File: src/rtl/pwr_btn_pkg.sv
// Shared types and default 32.768 kHz timing constants for the power-button press generator.
package pwr_btn_pkg;

  typedef enum logic [1:0] {
    ST_IDLE  = 2'd0,
    ST_PRESS = 2'd1,
    ST_GAP   = 2'd2
  } pwr_state_e;

  typedef enum logic {
    PT_SHORT = 1'b0,
    PT_LONG  = 1'b1
  } press_type_e;

  // ~200 ms, ~5 s and ~100 ms at 32.768 kHz
  localparam int DEF_CNT_W     = 18;
  localparam int DEF_SHORT_CYC = 6554;
  localparam int DEF_LONG_CYC  = 163840;
  localparam int DEF_GAP_CYC   = 3277;

endpackage

File: src/rtl/pwr_btn_tmr.sv
// Loadable down-counter shared by the press and release-gap phases.
// Load has priority; decrement only while enabled and nonzero, so the count never wraps.
module pwr_btn_tmr #(
  parameter int CNT_W = 18
) (
  input  logic             i_clk,
  input  logic             i_rst_n,
  input  logic             i_load,
  input  logic [CNT_W-1:0] i_load_val,
  input  logic             i_en,
  output logic             o_zero
);

  localparam logic [CNT_W-1:0] ONE = CNT_W'(1);

  logic [CNT_W-1:0] r_cnt;

  always_ff @(posedge i_clk or negedge i_rst_n) begin
    if (!i_rst_n) begin
      r_cnt <= '0;
    end else if (i_load) begin
      r_cnt <= i_load_val;
    end else if (i_en && (r_cnt != '0)) begin
      r_cnt <= r_cnt - ONE;
    end
  end

  assign o_zero = (r_cnt == '0);

endmodule

File: src/rtl/pwr_btn_drv.sv
// Timed power-button press generator: drives o_pwrbtn_n low for SHORT/LONG cycles, then holds a release gap.
// Optional PWRBTN_REQ_QUEUE_EN adds a one-deep pending slot for requests that arrive while busy.
//
// state    | meaning
// ---------+-------------------------------------------------------
// ST_IDLE  | button released, ready to accept a request
// ST_PRESS | button driven low, timer counts the press duration
// ST_GAP   | button released, timer enforces the minimum gap
module pwr_btn_drv
  import pwr_btn_pkg::*;
#(
  parameter int CNT_W     = DEF_CNT_W,
  parameter int SHORT_CYC = DEF_SHORT_CYC,
  parameter int LONG_CYC  = DEF_LONG_CYC,
  parameter int GAP_CYC   = DEF_GAP_CYC
) (
  input  logic i_clk_32k,
  input  logic i_rst_n,
  input  logic i_req_short,
  input  logic i_req_long,
  input  logic i_abort,
  output logic o_pwrbtn_n,
  output logic o_busy,
  output logic o_done,
  output logic o_aborted
);

  localparam logic [CNT_W-1:0] SHORT_LD = CNT_W'(SHORT_CYC - 1);
  localparam logic [CNT_W-1:0] LONG_LD  = CNT_W'(LONG_CYC - 1);
  localparam logic [CNT_W-1:0] GAP_LD   = CNT_W'(GAP_CYC - 1);

  pwr_state_e       r_state;
  pwr_state_e       w_state_nxt;
  logic             r_pwrbtn_n;
  logic             r_busy;
  logic             r_done;
  logic             r_aborted;

  logic             w_tmr_load;
  logic [CNT_W-1:0] w_tmr_ld_val;
  logic             w_tmr_en;
  logic             w_tmr_zero;

  logic             w_launch;
  press_type_e      w_launch_type;
  logic             w_accept;
  logic             w_abort_hit;
  logic             w_finish;

  logic             w_pwrbtn_n_nxt;
  logic             w_busy_nxt;
  logic             w_done_nxt;
  logic             w_aborted_nxt;

`ifdef PWRBTN_REQ_QUEUE_EN
  logic        r_pend_vld;
  press_type_e r_pend_type;

  // A pending long is never demoted by a later short; IDLE always consumes the slot.
  always_ff @(posedge i_clk_32k or negedge i_rst_n) begin
    if (!i_rst_n) begin
      r_pend_vld  <= 1'b0;
      r_pend_type <= PT_SHORT;
    end else if ((r_state == ST_IDLE) || ((r_state == ST_PRESS) && i_abort)) begin
      r_pend_vld  <= 1'b0;
    end else if (i_req_long) begin
      r_pend_vld  <= 1'b1;
      r_pend_type <= PT_LONG;
    end else if (i_req_short && !(r_pend_vld && (r_pend_type == PT_LONG))) begin
      r_pend_vld  <= 1'b1;
      r_pend_type <= PT_SHORT;
    end
  end

  assign w_launch      = i_req_short | i_req_long | r_pend_vld;
  assign w_launch_type = (i_req_long || (r_pend_vld && (r_pend_type == PT_LONG))) ? PT_LONG
                                                                                   : PT_SHORT;
`else
  assign w_launch      = i_req_short | i_req_long;
  assign w_launch_type = i_req_long ? PT_LONG : PT_SHORT;
`endif

  pwr_btn_tmr #(
    .CNT_W (CNT_W)
  ) u_tmr (
    .i_clk      (i_clk_32k),
    .i_rst_n    (i_rst_n),
    .i_load     (w_tmr_load),
    .i_load_val (w_tmr_ld_val),
    .i_en       (w_tmr_en),
    .o_zero     (w_tmr_zero)
  );

  always_ff @(posedge i_clk_32k or negedge i_rst_n) begin
    if (!i_rst_n) begin
      r_state <= ST_IDLE;
    end else begin
      r_state <= w_state_nxt;
    end
  end

  // Abort is checked before expiry so it wins on the final press cycle.
  always_comb begin
    w_state_nxt  = r_state;
    w_tmr_load   = 1'b0;
    w_tmr_ld_val = '0;
    w_tmr_en     = 1'b0;
    w_accept     = 1'b0;
    w_abort_hit  = 1'b0;
    w_finish     = 1'b0;
    case (r_state)
      ST_IDLE: begin
        if (w_launch) begin
          w_state_nxt  = ST_PRESS;
          w_tmr_load   = 1'b1;
          w_tmr_ld_val = (w_launch_type == PT_LONG) ? LONG_LD : SHORT_LD;
          w_accept     = 1'b1;
        end
      end
      ST_PRESS: begin
        if (i_abort) begin
          w_state_nxt  = ST_GAP;
          w_tmr_load   = 1'b1;
          w_tmr_ld_val = GAP_LD;
          w_abort_hit  = 1'b1;
        end else if (w_tmr_zero) begin
          w_state_nxt  = ST_GAP;
          w_tmr_load   = 1'b1;
          w_tmr_ld_val = GAP_LD;
        end else begin
          w_tmr_en     = 1'b1;
        end
      end
      ST_GAP: begin
        if (w_tmr_zero) begin
          w_state_nxt = ST_IDLE;
          w_finish    = 1'b1;
        end else begin
          w_tmr_en    = 1'b1;
        end
      end
      default: begin
        w_state_nxt = ST_IDLE;
      end
    endcase
  end

  // Outputs are decoded from the next state so they change on the same edge as the state.
  always_comb begin
    w_pwrbtn_n_nxt = (w_state_nxt != ST_PRESS);
    w_busy_nxt     = (w_state_nxt != ST_IDLE);
    w_done_nxt     = w_finish;
    w_aborted_nxt  = r_aborted;
    if (w_accept) begin
      w_aborted_nxt = 1'b0;
    end
    if (w_abort_hit) begin
      w_aborted_nxt = 1'b1;
    end
  end

  always_ff @(posedge i_clk_32k or negedge i_rst_n) begin
    if (!i_rst_n) begin
      r_pwrbtn_n <= 1'b1;
      r_busy     <= 1'b0;
      r_done     <= 1'b0;
      r_aborted  <= 1'b0;
    end else begin
      r_pwrbtn_n <= w_pwrbtn_n_nxt;
      r_busy     <= w_busy_nxt;
      r_done     <= w_done_nxt;
      r_aborted  <= w_aborted_nxt;
    end
  end

  assign o_pwrbtn_n = r_pwrbtn_n;
  assign o_busy     = r_busy;
  assign o_done     = r_done;
  assign o_aborted  = r_aborted;

endmodule

File: config.mk
export PLATFORM = sky130hd
export DESIGN_NAME = pwr_btn_drv
export DESIGN_NICKNAME = d
export VERILOG_FILES = /design/src/rtl/pwr_btn_pkg.sv /design/src/rtl/pwr_btn_tmr.sv /design/src/rtl/pwr_btn_drv.sv
export SDC_FILE = /design/constraint.sdc
export NUM_CORES = 1
export LEC_CHECK = 0
export CORE_MARGIN = 2
export CORE_UTILIZATION = 37
export DETAILED_ROUTE_END_ITERATION = 8
export PLACE_DENSITY_LB_ADDON = 0.2
export SLEW_MARGIN = 40
export SYNTH_ARGS = -nofsm -noshare
export SYNTH_HDL_FRONTEND = slang
export SYNTH_SLANG_ARGS = --single-unit
File: constraint.sdc
create_clock -name i_clk_32k -period 1.97 [get_ports i_clk_32k]
set_input_delay 0.197 -clock i_clk_32k [delete_from_list [all_inputs] [get_ports i_clk_32k]]
set_output_delay 0.197 -clock i_clk_32k [all_outputs]
set_load 0.05 [all_outputs]
; Yosys cells after proc, flatten, opt, wreduce, memory -nomap -nowiden
; Index checks and enable logic that the tools add are counted.
[word_totals]
regBits = 24
out_inout_bits = 4
word_cells = 44
[classes]
n_addsub = 1
n_eq_ne = 3
muxes = 26
n_bitwise = 1
reduce_logical = 7
[op_table]
columns = operator, n
row1 = $mux W18, 4
row2 = $pmux W18 S2, 1
row3 = $mux W12, 2
row4 = $logic_not A18 Y1, 1
row5 = $reduce_bool A18 Y1, 1
row6 = $sub A18 B1 Y18 const B, 1
row7 = $mux W1, 12
row8 = $mux W2, 4
row9 = $pmux W2 S3, 1
row10 = $reduce_bool A2 Y1, 3
row11 = $pmux W1 S2, 2
row12 = $eq A2 B1 Y1 const B, 1
row13 = $eq A2 B2 Y1 const B, 1
row14 = $logic_not A2 Y1, 1
row15 = $ne A2 B1 Y1 const B, 1
row16 = $logic_and A1 B1 Y1, 1
row17 = $or A1 B1 Y1, 1

; Logic depth before layout (Yosys ltp)
; Gate-level depths: netlist of the first run.
[depth]
word_depth = 7
depth_mapped = 9

; By module
; A second synthesis of the first run with hierarchy kept.
[unflattened]
cells_unflattened = 179
hier_area_um2 = 1584.0
[by_module_without_submodules]
columns = mod, n_inst, cells_per_inst, area_each_um2
row1 = pwr_btn_tmr, 1, 143, 1217.4
row2 = pwr_btn_drv, 1, 36, 366.6

; Worst setup path before layout of the first run
; OpenSTA, ideal clock, no wires.
[synth_timing]
path_type = register to register
start = register u_tmr.r_cnt[0]
end = register u_tmr.r_cnt[8]
setup_ns = 0.144
t_arrival_ns = 1.826
slack_ns = 0.000
stages_incl_launch_ff = 8
n_path_buf = 1
path_cell_list = dfrtp_1 -> inv_1 -> ha_1 -> or4b_1 -> buf_2 -> or4_1 -> o21ai_1 -> o211ai_1
[synth_via]
elab_chain_cells = 6
elab_cells_between_ends = 13
classes_between = add/sub: 1 / mux: 8 / reduce/logical: 4
[synth_rtl]
columns = element, line_no
row1 = from (decl), pwr_btn_tmr.sv:16  ; logic [CNT_W-1:0] r_cnt;
row2 = from (signal assigned), pwr_btn_tmr.sv:22  ; r_cnt <= i_load_val;
row3 = from (signal assigned), pwr_btn_tmr.sv:24  ; r_cnt <= r_cnt - ONE;
row4 = branches (longest 6 deep; another with $sub A18 B1 Y18), n/a
; Parallel ways; which one is timed is not known. The select of a mux whose other input is x is not followed.
; A chain may end at the register's enable or synchronous reset.

; Final worst setup path of the first run
[layout_timing]
start = register u_tmr.r_cnt[6]
end = register u_tmr.r_cnt[14]
; Same word-level chain as after synthesis.

==> results.txt, run 1 <==
The portion of total power attributed to the clock network is 0.118, and the overall global routing resource usage is 0.1853. In this design, the stage delay of the slowest critical-path cell is 0.56 ns. The number of flip-flops and latches in the synthesized netlist is 24.

The layout cell share with drive strength beyond 1 was 0.3925; the count of final hold-check violations was 0. The tools report the origin of the critical flop-to-flop path as u_tmr.r_cnt[6]. The clock arrives with 0.005039 ns of skew. The run gives 3141 um as the post-detailed-placement half-perimeter wirelength. The logs give 0.8599 for the last weighted congestion value of the routability-driven placer and 7210 um for the wire length of the first global-routing pass. The combinational fraction of design power is 0.602, and the number of buffers inserted by port buffering is 8.

The total routed wirelength came out at 4383 um. IR analysis of the VDD net gives a maximum drop of 494.1 uV. The final net count is 226. The average instance in the mapped netlist occupies 9.854 sq um. The static leakage power was 0.9333 nW.

The area growth from synthesis to layout is 40.22%. The switching share of total power came out at 0.4298. Setup slack on the worst reg-to-reg path comes out at -0.002 ns. TritonCTS built the clock tree. The share of power burned in registers is 0.280. Among all stages on the critical path, the largest delay is contributed by sky130_fd_sc_hd__or4_4.

Proportion of register bits with asynchronous set or reset after synthesis: 1.000. The most used flip-flop cell after synthesis is sky130_fd_sc_hd__dfrtp_1. The headroom to the max-slew limit came out at 0.6299. Buffers inserted during clock tree synthesis total 3. Mean number of vias per cell: 5.811.

Entering global routing, the biggest net connects 25 pins. Power spread over the standard cell area amounts to 1329 nW/um^2. Data on the critical path is required at its endpoint by 2.14 ns. The final worst-path cycle share works out to 1.001.

The area share of the largest cell type after synthesis was 0.3628. Ranked by instance count, the synthesized netlist is headed by 23 x sky130_fd_sc_hd__dfrtp_1, 13 x sky130_fd_sc_hd__a21oi_1, 12 x sky130_fd_sc_hd__nor2_1. The logs give 23 for the row count and 356 for the filler cell count. The region available for standard cell placement spans 4058 sq um. The type of the most critical hold path is in -> async. The clock-pin slew on the worst setup and hold paths is 0.09 ns, and the upper clock frequency limit is 507.2 MHz.

The Yosys step of the flow raised 0 warnings. The clock net in this run drives a total of 24 sinks. Counting along the longest clock path gives a buffer depth of 2.

Setup violations remaining at the end of the flow were counted as 2. The boundary pin count was 9; the minimum clock period after layout was 1.972 ns. The die width works out to 69.48 um. By instance count, the leading cell after synthesis is sky130_fd_sc_hd__dfrtp_1. The DRC violation total after the first TritonRoute iteration is 122. The H-tree depth reported by CTS was 1. The final antenna diode count is 0. The final reports fail on setup timing. The slew at the pin closest to its max-slew limit is 0.5551 ns. The wire length per cell after detailed routing is 16.60 um. The design draws 2.957 mW.

The number of nets with antenna violations after routing came out at 0. The data arrival at the endpoint of the critical path was 2.14 ns; the initial core utilization was 0.3910. After synthesis the cells add up to 1587 sq um.

Post-synthesis cell type with the largest combined area: sky130_fd_sc_hd__dfrtp_1. The final worst setup slack came out at -0.001543 ns. The buffer type at the clock tree root is sky130_fd_sc_hd__clkbuf_8. Synthesis produced a netlist with a net count of 172.

After detailed routing, the number of remaining DRC violations is 0. The flow ran to the end, but the final reports show violations. The number of antenna violations at the first check in global routing was 0; the number of global-route vias before repair was 1461. For this block, the via count after detailed routing is 1534.

The tools report the kind of capture point of the worst setup path as a flip-flop. Counting every instance in the synthesized netlist gives 161. At the later pin of the worst-skew pair, clock insertion delay measures 0.27 ns. The number of max-slew violations in the final report is 0.

The count of cells along the worst register-to-register path works out to 6. The die footprint is 4827 sq um, and the power spent charging and discharging nets is 1.271 mW. The classification of the worst setup path is reg -> reg. The synthesized design contains 0 enable-type register cells.

The run gives 0 as the max-cap check violation count. The signal on the critical path passes through buf_6, or4_4, nor4_4, buf_4, a31oi_1, o22a_1. The internal power of the cells totals 1.686 mW.

The floorplan die height is 69.48 um. Timing analysis after detailed placement gives a worst setup slack of -0.06227 ns. Counting distinct cell types in the post-synthesis netlist gives 58. The fraction of the yosys area taken by sequential cells came out at 0.3793. The pre-antenna-repair detailed-routing pass consisted of 4 iterations. The tools report the critical register-to-register path endpoint as u_tmr.r_cnt[14]. Setup repair after global routing could not meet its margin everywhere. Yosys attributes the largest share of cell area to sky130_fd_sc_hd__dfrtp_1 36%, sky130_fd_sc_hd__ha_1 4.7%, sky130_fd_sc_hd__a21oi_1 4.1%.

Global routing finished with a remaining overflow of 0. Along the worst path, the maximum fanout reaches 5. The critical path startpoint category was a flip-flop.
==> metal layers <==
| metal | wire length, um | global-route usage | vias up | share of wire |
|---|---|---|---|---|
| li1 | - | - | 731 | - |
| met3 | 140 | 0.03198 | 13 | 0.032 |
| met4 | 95 | 0.06754 | 0 | 0.022 |
| met1 | 1954 | 0.2339 | 749 | 0.45 |
| met2 | 2192 | 0.3162 | 41 | 0.50 |
| met5 | 0 | 0 | - | 0 |
==> through the flow <==
step	TNS (ns)	hold WS, ns	instances	area (sq um)	utilization
2_1_floorplan	0	-0.09859	161	1587	-
6_report	-0.002198	0.2827	264	2225	0.5483
4_1_cts	-0.1013	0.2970	255	2063	0.5085
5_1_grt	-0.4247	0.3096	264	2225	0.5483
3_5_place_dp	-0.07822	0.5154	247	1937	0.4773
3_3_place_gp	-0.03715	0.4792	247	1937	0.4773
==> power groups by stage <==
stage | logic [mW] | clock network, mW | registers, mW
4_1_cts | 1.58 | 0.355 | 0.818
2_1_floorplan | 0.856 | 0 | 0.916
5_1_grt | 1.93 | 0.378 | 0.853
3_5_place_dp | 1.52 | 0 | 0.822
6_report | 1.78 | 0.349 | 0.828
3_3_place_gp | 1.50 | 0 | 0.811
==> cell families after synthesis <==
group / count (synthesis) / synth area share
compound gates: 61 / 0.2737
xor+xnor: 6 / 0.03312
fa+ha+maj: 6 / 0.04732
buf+inv: 11 / 0.04180
flops: 24 / 0.3793
simple gates: 53 / 0.2248
==> timing repair <==
action | 4_1_cts | 5_1_grt
hold buffers | 0 | 0
setup buffers | 4 | 9
gates cloned | 0 | 1
gates resized for setup | 10 | 22
endpoints found under the setup margin | 5 | 21
pin swaps | 7 | 14
==> final cells by class <==
| class | count | area, sq um | area share |
|---|---|---|---|
| sequential | 24 | 601.8 | 0.2705 |
| multi-input combinational | 127 | 1035 | 0.4651 |
| timing repair buffer | 54 | 451.7 | 0.2030 |
| tap | 50 | 62.56 | 0.02812 |
| clock buffer | 4 | 55.05 | 0.02475 |
| inverter | 5 | 18.77 | 0.008436 |
==> registers in the layout (all words and copies together) (netlist names) <==
name         cells
r_state          2
o_aborted        1
o_busy           1
o_pwrbtn_n       1
o_done           1
u_tmr.r_cnt     18
==> cell usage in the layout (no fill, tap or decap), types with 3 or more instances in the layout <==
| cell | netlist | final |
|---|---|---|
| sky130_fd_sc_hd__buf_4 | 0 | 39 |
| sky130_fd_sc_hd__dfrtp_1 | 23 | 23 |
| sky130_fd_sc_hd__nor2_1 | 12 | 12 |
| sky130_fd_sc_hd__a21oi_1 | 13 | 12 |
| sky130_fd_sc_hd__nand2_1 | 9 | 8 |
| sky130_fd_sc_hd__clkdlybuf4s50_1 | 0 | 8 |
| sky130_fd_sc_hd__o21ai_0 | 7 | 7 |
| sky130_fd_sc_hd__buf_6 | 3 | 7 |
| sky130_fd_sc_hd__nor3_1 | 5 | 5 |
| sky130_fd_sc_hd__ha_1 | 6 | 5 |
| sky130_fd_sc_hd__nor4_4 | 2 | 4 |
| sky130_fd_sc_hd__a31oi_1 | 4 | 4 |
| sky130_fd_sc_hd__o22a_1 | 4 | 4 |
| sky130_fd_sc_hd__xor2_1 | 4 | 4 |
| sky130_fd_sc_hd__clkbuf_8 | 0 | 4 |
| sky130_fd_sc_hd__inv_1 | 5 | 3 |
| sky130_fd_sc_hd__o21ai_2 | 3 | 3 |
| sky130_fd_sc_hd__o21a_1 | 4 | 3 |
| sky130_fd_sc_hd__o211ai_1 | 3 | 3 |
==> how the worst max path moves through the flow <==
stage                         startpoint               to  slack [ns]
after global placement    u_tmr.r_cnt[0]   u_tmr.r_cnt[8]       -0.02
after detailed placement  u_tmr.r_cnt[0]   u_tmr.r_cnt[8]       -0.06
final                     u_tmr.r_cnt[6]  u_tmr.r_cnt[14]      -0.002
after CTS                 u_tmr.r_cnt[1]  u_tmr.r_cnt[14]       -0.04
after global routing      u_tmr.r_cnt[6]  u_tmr.r_cnt[14]       -0.09
after floorplan           u_tmr.r_cnt[0]   u_tmr.r_cnt[8]     0.00009
==> worst max-delay path: cells and delay by family (launching register included) <==
kind	cells	cell delay, ns
compound gates	2	0.28
buf+inv	2	0.32
simple gates	2	0.85
flops	1	0.42
Note: power is estimated with default switching activity, not from simulation.
==> run 2, diff against run 1 <==
GPL_TIMING_DRIVEN = 0   (was default)
clock period = 2.2 ns   (was 1.97 ns; I/O delays follow)
==> results.txt, run 2 (synthesized netlist as in run 1, its figures left out) <==
The number of global-route vias before repair is 1328. Summed over all layers, the global routing overflow is 0. The tools report the share of power burned in registers as 0.325. Leaving out fill and tap cells, the most frequent cell in the layout is sky130_fd_sc_hd__dfrtp_1.

The wire length of the first global-routing pass is 6541 um, and the H-tree depth reported by CTS is 1. From bottom edge to top edge, the die measures 69.48 um. The tightest min-delay check is of the in -> async type. Once detail routing completed, the nets flagged for antenna violations numbered 0. The mean number of vias per cell came out at 5.948. From left edge to right edge, the die measures 69.48 um. The final net count came out at 191. The worst setup path is launched from a flip-flop. The number of antenna violations at the first check in global routing is 0, and the worst clock skew is 0.001811 ns.

The floorplan has 23 rows. The area growth from synthesis to layout is 17.51%, and the wire length per cell after detailed routing is 16.85 um. The longest clock path from root to sink contains 2 buffers. u_tmr.r_cnt holds more flip-flops than any other register. The design draws 2.308 mW.

For this run, the detailed router's first-pass iteration total came to 4. Cell internal power was estimated by the tool at 1.282 mW. Detailed routing inserted a total of 1362 vias. Setup repair after global routing could not meet its margin everywhere.

In this run the tool buffered the top-level ports with 8 buffer cells. Clock latency on the worst-skew pair, taken at its later pin, is 0.28 ns. The finished cells cover 1864 sq um.

The tools report the count of final hold-check violations as 0. The tools report the count of endpoints failing setup in the final report as 0. For the worst setup path, the data arrival time is 2.26 ns. The register with the most flip-flops in the layout has 18 of them.

The tools report the number of standard cells in the layout, taps in and fillers out as 229. Worst hold slack after final layout: 0.4501 ns. The total routed wirelength is 3859 um.

Entering global routing, the biggest net connects 25 pins. STA classifies the critical path endpoint as a flip-flop. For this design the ratio of total power to cell area is 1238 nW/um^2. The top cell types in the final layout, fill and taps aside, are 23 x sky130_fd_sc_hd__dfrtp_1, 13 x sky130_fd_sc_hd__a21oi_1, 12 x sky130_fd_sc_hd__nor2_1. The upper clock frequency limit is 471.0 MHz, and the final worst-path cycle share is 0.9651. The run gives 0.3910 as the initial core utilization. Origin of the critical flop-to-flop path: u_tmr.r_cnt[0].

The switching share of total power came out at 0.4447. In this run, CTS created clock tree buffers numbering 3. TritonCTS built the clock tree.

Once placement finished, the instance area stood at 1724 sq um. The headroom to the max-slew limit was 0.6403; the clock-pin slew on the worst setup and hold paths was 0.09 ns. The number of max-slew violations in the final report came out at 0. Detailed placement finished with a half-perimeter wire length of 2692 um. The minimum clock period after layout is 2.123 ns.

The layout cell share with drive strength beyond 1 was 0.2067. The largest registers in the layout are u_tmr.r_cnt x18, r_state x2. The overall global routing resource usage is 0.1675. The tree is rooted in a sky130_fd_sc_hd__clkbuf_8. The DRC violation total after the first TritonRoute iteration came out at 144. Classification of the worst setup path: reg -> reg.

Combinational fraction of design power: 0.541. For the endpoint required time on the critical path, the log shows 2.34 ns. For the boundary pin count, the log shows 9. The critical path starts at u_tmr.r_cnt[0]. The flow ran to the end, and the final reports show no timing, DRC or antenna violations. For flop-to-flop paths, the worst setup slack is 0.08 ns. For the pin with the worst max-slew slack, the measured transition is 0.5395 ns.

The clock drives 24 sinks. The worst IR drop on VDD was 375.4 uV; the final antenna diode count was 0. The floorplan step defined a die boundary enclosing 4827 sq um. Along the worst path, the maximum fanout reaches 8. The logs give 0 for the DRC violation count after routing and 4058 sq um for the floorplan core area. Including well taps, the total number of placed cells is 219. The logs give 1.026 mW for the power spent charging and discharging nets and 0 for the max-cap check violation count.

In this run the static leakage power is 0.7402 nW. The portion of total power attributed to the clock network is 0.134, and the last weighted congestion value of the routability-driven placer is 0.8716.
[run 2: final cells by class]
| cell class | count | area [sq um] |
|---|---|---|
| fillers | 379 | 2193 |
| multi-input cells | 126 | 955.9 |
| flip-flops and latches | 24 | 601.8 |
| repair buffers | 14 | 122.6 |
| well taps | 50 | 62.56 |
| clock buffers | 4 | 55.05 |
| plain buffers | 6 | 47.55 |
| inverters | 5 | 18.77 |
[run 2: power groups by stage]
| stage | registers, mW | clock network (mW) | logic (mW) |
|---|---|---|---|
| after floorplan | 0.820 | 0 | 0.766 |
| after global placement | 0.755 | 0 | 1.10 |
| final | 0.750 | 0.310 | 1.25 |
| after global routing | 0.776 | 0.330 | 1.38 |
| after CTS | 0.753 | 0.315 | 1.14 |
| after detailed placement | 0.765 | 0 | 1.13 |
[run 2: path summary, 6_finish.rpt]
path / end / depth (start not counted)
setup reg to reg: u_tmr.r_cnt[8] / 7
min in group i_clk_32k: o_aborted / 1
setup / recovery: u_tmr.r_cnt[8] / 7
hold reg to reg: o_aborted / 1
hold / removal: r_state[0] / 2
max in group asynchronous: o_pwrbtn_n / 2
[run 2: what timing repair did]
action,CTS,global route
hold buffers,1,0
setup endpoints to repair,1,9
setup buffers,0,5
endpoints found under the hold margin,23,0
gates resized for setup,1,7
[run 2: through the flow]
stage | worst slack, ns | setup TNS (ns) | utilization
2_1_floorplan | 0.2301 | 0 | -
3_3_place_gp | 0.01601 | 0 | 0.4261
3_5_place_dp | 0.01027 | 0 | 0.4249
4_1_cts | 0.06127 | 0 | 0.4413
5_1_grt | -0.03522 | -0.03522 | 0.4595
6_report | 0.07679 | 0 | 0.4595
[run 2: per-layer routing]
metal | vias to the layer above | track usage | wire length, um
met2 | 32 | 0.2692 | 1823
li1 | 654 | - | -
met3 | 5 | 0.02762 | 137
met1 | 671 | 0.2304 | 1844
met5 | - | 0 | 0
met4 | 0 | 0.05229 | 54
[run 2: worst max-delay path: stages (launching register included)]
cell                       delay (ns)
sky130_fd_sc_hd__dfrtp_1         0.42
sky130_fd_sc_hd__inv_1           0.10
sky130_fd_sc_hd__ha_2            0.21
sky130_fd_sc_hd__or4b_1          0.42
sky130_fd_sc_hd__buf_2           0.19
sky130_fd_sc_hd__or4_1           0.42
sky130_fd_sc_hd__o21ai_2         0.14
sky130_fd_sc_hd__o211ai_1        0.09
==> run 3, diff against run 2 <==
RECOVER_POWER = 25   (was default)
==> results.txt, run 3 (synthesized netlist as in run 1, its figures left out) <==
The run finished with clean final reports. After detailed placement, the design holds a cell count of 219. 0 antenna diodes ended up in the layout.

Together, buffers and inverters on the worst path number 2. The logs give 0 for the count of final hold-check violations and 375.3 uV for the worst IR drop on VDD. In the layout the commonest cells are 23 x sky130_fd_sc_hd__dfrtp_1, 13 x sky130_fd_sc_hd__a21oi_1, 12 x sky130_fd_sc_hd__nor2_1. The tightest min-delay check is of the reg -> reg type.

Counting flops per register, the top entry is u_tmr.r_cnt. For the number of antenna violations at the first check in global routing, the log shows 0. The layout cell share with drive strength beyond 1 was 0.2011; the clock-pin slew on the worst setup and hold paths was 0.09 ns. By startpoint and endpoint, the worst setup path is classified as reg -> reg.

Across the routed clock network, the largest skew measured is 0.001806 ns. For this run the aggregate overflow at the end of global routing stands at 0. The DRC violation total after the first TritonRoute iteration is 144, and the slack of the worst reg-to-reg path is 0.08 ns.

In the routed design, unresolved DRC markers number 0. CTS placed an instance of sky130_fd_sc_hd__clkbuf_8 at the clock tree root. Setup violations remaining at the end of the flow were counted as 0. The max-cap check violation count came out at 0.

The count of nets left with antenna violations once routing finished came out at 0. The largest registers in the layout are u_tmr.r_cnt x18, r_state x2. The tools report the sink of the worst hold path as o_aborted.

For the worst-skew pair, the clock arrives at the later sink with an insertion delay of 0.27 ns. Data on the critical path arrives at its endpoint at 2.26 ns. In this run the horizontal extent of the chip is 69.48 um. Input and output buffers added on the ports amount to 8.

TritonCTS built the clock tree. The largest net degree at the start of global routing was 25; the last weighted congestion value of the routability-driven placer was 0.8716. Setup repair after global routing could not meet its margin everywhere. The cell family contributing the most delay on the critical path is simple AND/OR/NAND/NOR gates. The H-tree depth reported by CTS was 1; the number of global-route vias before repair was 1328. Counting cells, the worst reg-to-reg path comes to 7. For this design the ratio of total power to cell area is 1239 nW/um^2. The final net count is 191. The headroom to the max-slew limit was 0.1404. Critical path startpoint category: a flip-flop. Leaving out filler cells and counting taps, the final layout contains 229. The initialized floorplan defines 23 standard-cell rows. The number of detailed-route iterations in the first pass is 7, and the top fanout value on the critical path is 8. The floorplan die height came out at 69.48 um.

For the number of max-slew violations in the final report, the log shows 0. The wire length per cell after detailed routing works out to 16.86 um. The tools report the kind of capture point of the worst setup path as a flip-flop. The floorplan step defined a core boundary enclosing 4058 sq um. The number of cells traversed by the worst hold path works out to 1.

Data on the critical path is required at its endpoint by 2.34 ns. The first global-routing pass estimated 6541 um of wire. In this run the static leakage power is 0.7374 nW. The number of flip-flops in the largest register is 18. Mean number of vias per cell: 5.921.

Counting the buffers created by CTS gives 3. The final layout contains routed wiring with a total length of 3860 um. The floorplan step defined a die boundary enclosing 4827 sq um. The upper clock frequency limit is 471.1 MHz, and the final worst-path cycle share is 0.9649. Detailed placement finished with a half-perimeter wire length of 2692 um. Critical register-to-register path endpoint: u_tmr.r_cnt[8]. The count of cell instances traversed by the critical path works out to 7. The slowest cell on the critical path was sky130_fd_sc_hd__dfrtp_1.

The signal on the critical path passes through inv_1, ha_2, or4b_1, buf_2, or4_1, o21ai_2, o211ai_1. The clock drives 24 sinks. Pin placement for this block handled 9 I/O pins. The library cell used most frequently in the layout, excluding fill and tap cells, is sky130_fd_sc_hd__dfrtp_1. Startpoint of the most critical hold path: o_aborted. In this design, the stage delay of the slowest critical-path cell is 0.42 ns. For the final cell utilization of the core, the log shows 0.4591.

The buffer levels on the longest clock path is 2. The routed design could run at a clock period as short as 2.123 ns. From synthesis to final layout, the design area changed by 17.43%.

The initial core utilization is 0.3910, and the slew at the pin closest to its max-slew limit is 1.289 ns. In this run the critical register-to-register path is launched from u_tmr.r_cnt[0]. The overall global routing resource usage is 0.1675, and the total via count after detailed routing is 1356.
## run 3: area by class of cell
cell class	instances	area (sq um)
Buffer	6	47.55
Clock buffer	4	55.05
Fill cell	380	2195
Inverter	5	18.77
Multi-Input combinational cell	126	955.9
Sequential cell	24	601.8
Tap cell	50	62.56
Timing Repair Buffer	14	121.4
## run 3: worst max path at each step
stage / end / startpoint / slack (ns)
finish: u_tmr.r_cnt[8] / u_tmr.r_cnt[0] / 0.08
global route: u_tmr.r_cnt[8] / u_tmr.r_cnt[0] / -0.04
CTS: u_tmr.r_cnt[8] / u_tmr.r_cnt[0] / 0.06
detailed placement: u_tmr.r_cnt[6] / r_state[1] / 0.01
global placement: u_tmr.r_cnt[6] / r_state[1] / 0.02
floorplan: u_tmr.r_cnt[8] / u_tmr.r_cnt[0] / 0.23
## run 3: power by group
part | switching (mW) | total, mW | internal (mW)
logic | 0.723 | 1.25 | 0.525
clock network | 0.149 | 0.309 | 0.160
registers | 0.154 | 0.750 | 0.596
## run 3: layer usage
metal	vias up	share of wire	GRT usage
li1	653	-	-
met1	667	0.48	0.2304
met2	31	0.47	0.2692
met3	5	0.034	0.02762
met4	0	0.014	0.05229
met5	-	0	0
## run 3: timing repair
item,in CTS,in global routing
hold buffers,1,0
endpoints found under the setup margin,1,9
buffers inserted,0,5
gates resized for setup,1,7
hold endpoints to repair,23,0
## run 3: worst reg2reg max path, delay by kind of cell, from the launching register on
family                     cells  cell delay (ns)
DFF                            1             0.42
adders and majority gates      1             0.21
and+or+nand+nor                2             0.85
buffers and inverters          2             0.29
AOI/OAI and AO/OA              2             0.23
## run 3: per-stage QoR
step / setup WS (ns) / instance area [sq um] / setup TNS (ns) / power (mW) / hold slack [ns]
detailed placement: 0.01027 / 1724 / 0 / 1.895 / 0.2451
floorplan: 0.2301 / 1587 / 0 / 1.586 / -0.07559
finish: 0.07717 / 1863 / 0 / 2.308 / 0.4984
global route: -0.03522 / 1863 / -0.03522 / 2.486 / 0.5441
CTS: 0.06127 / 1790 / 0 / 2.210 / 0.4852
global placement: 0.01601 / 1729 / 0 / 1.858 / 0.4786
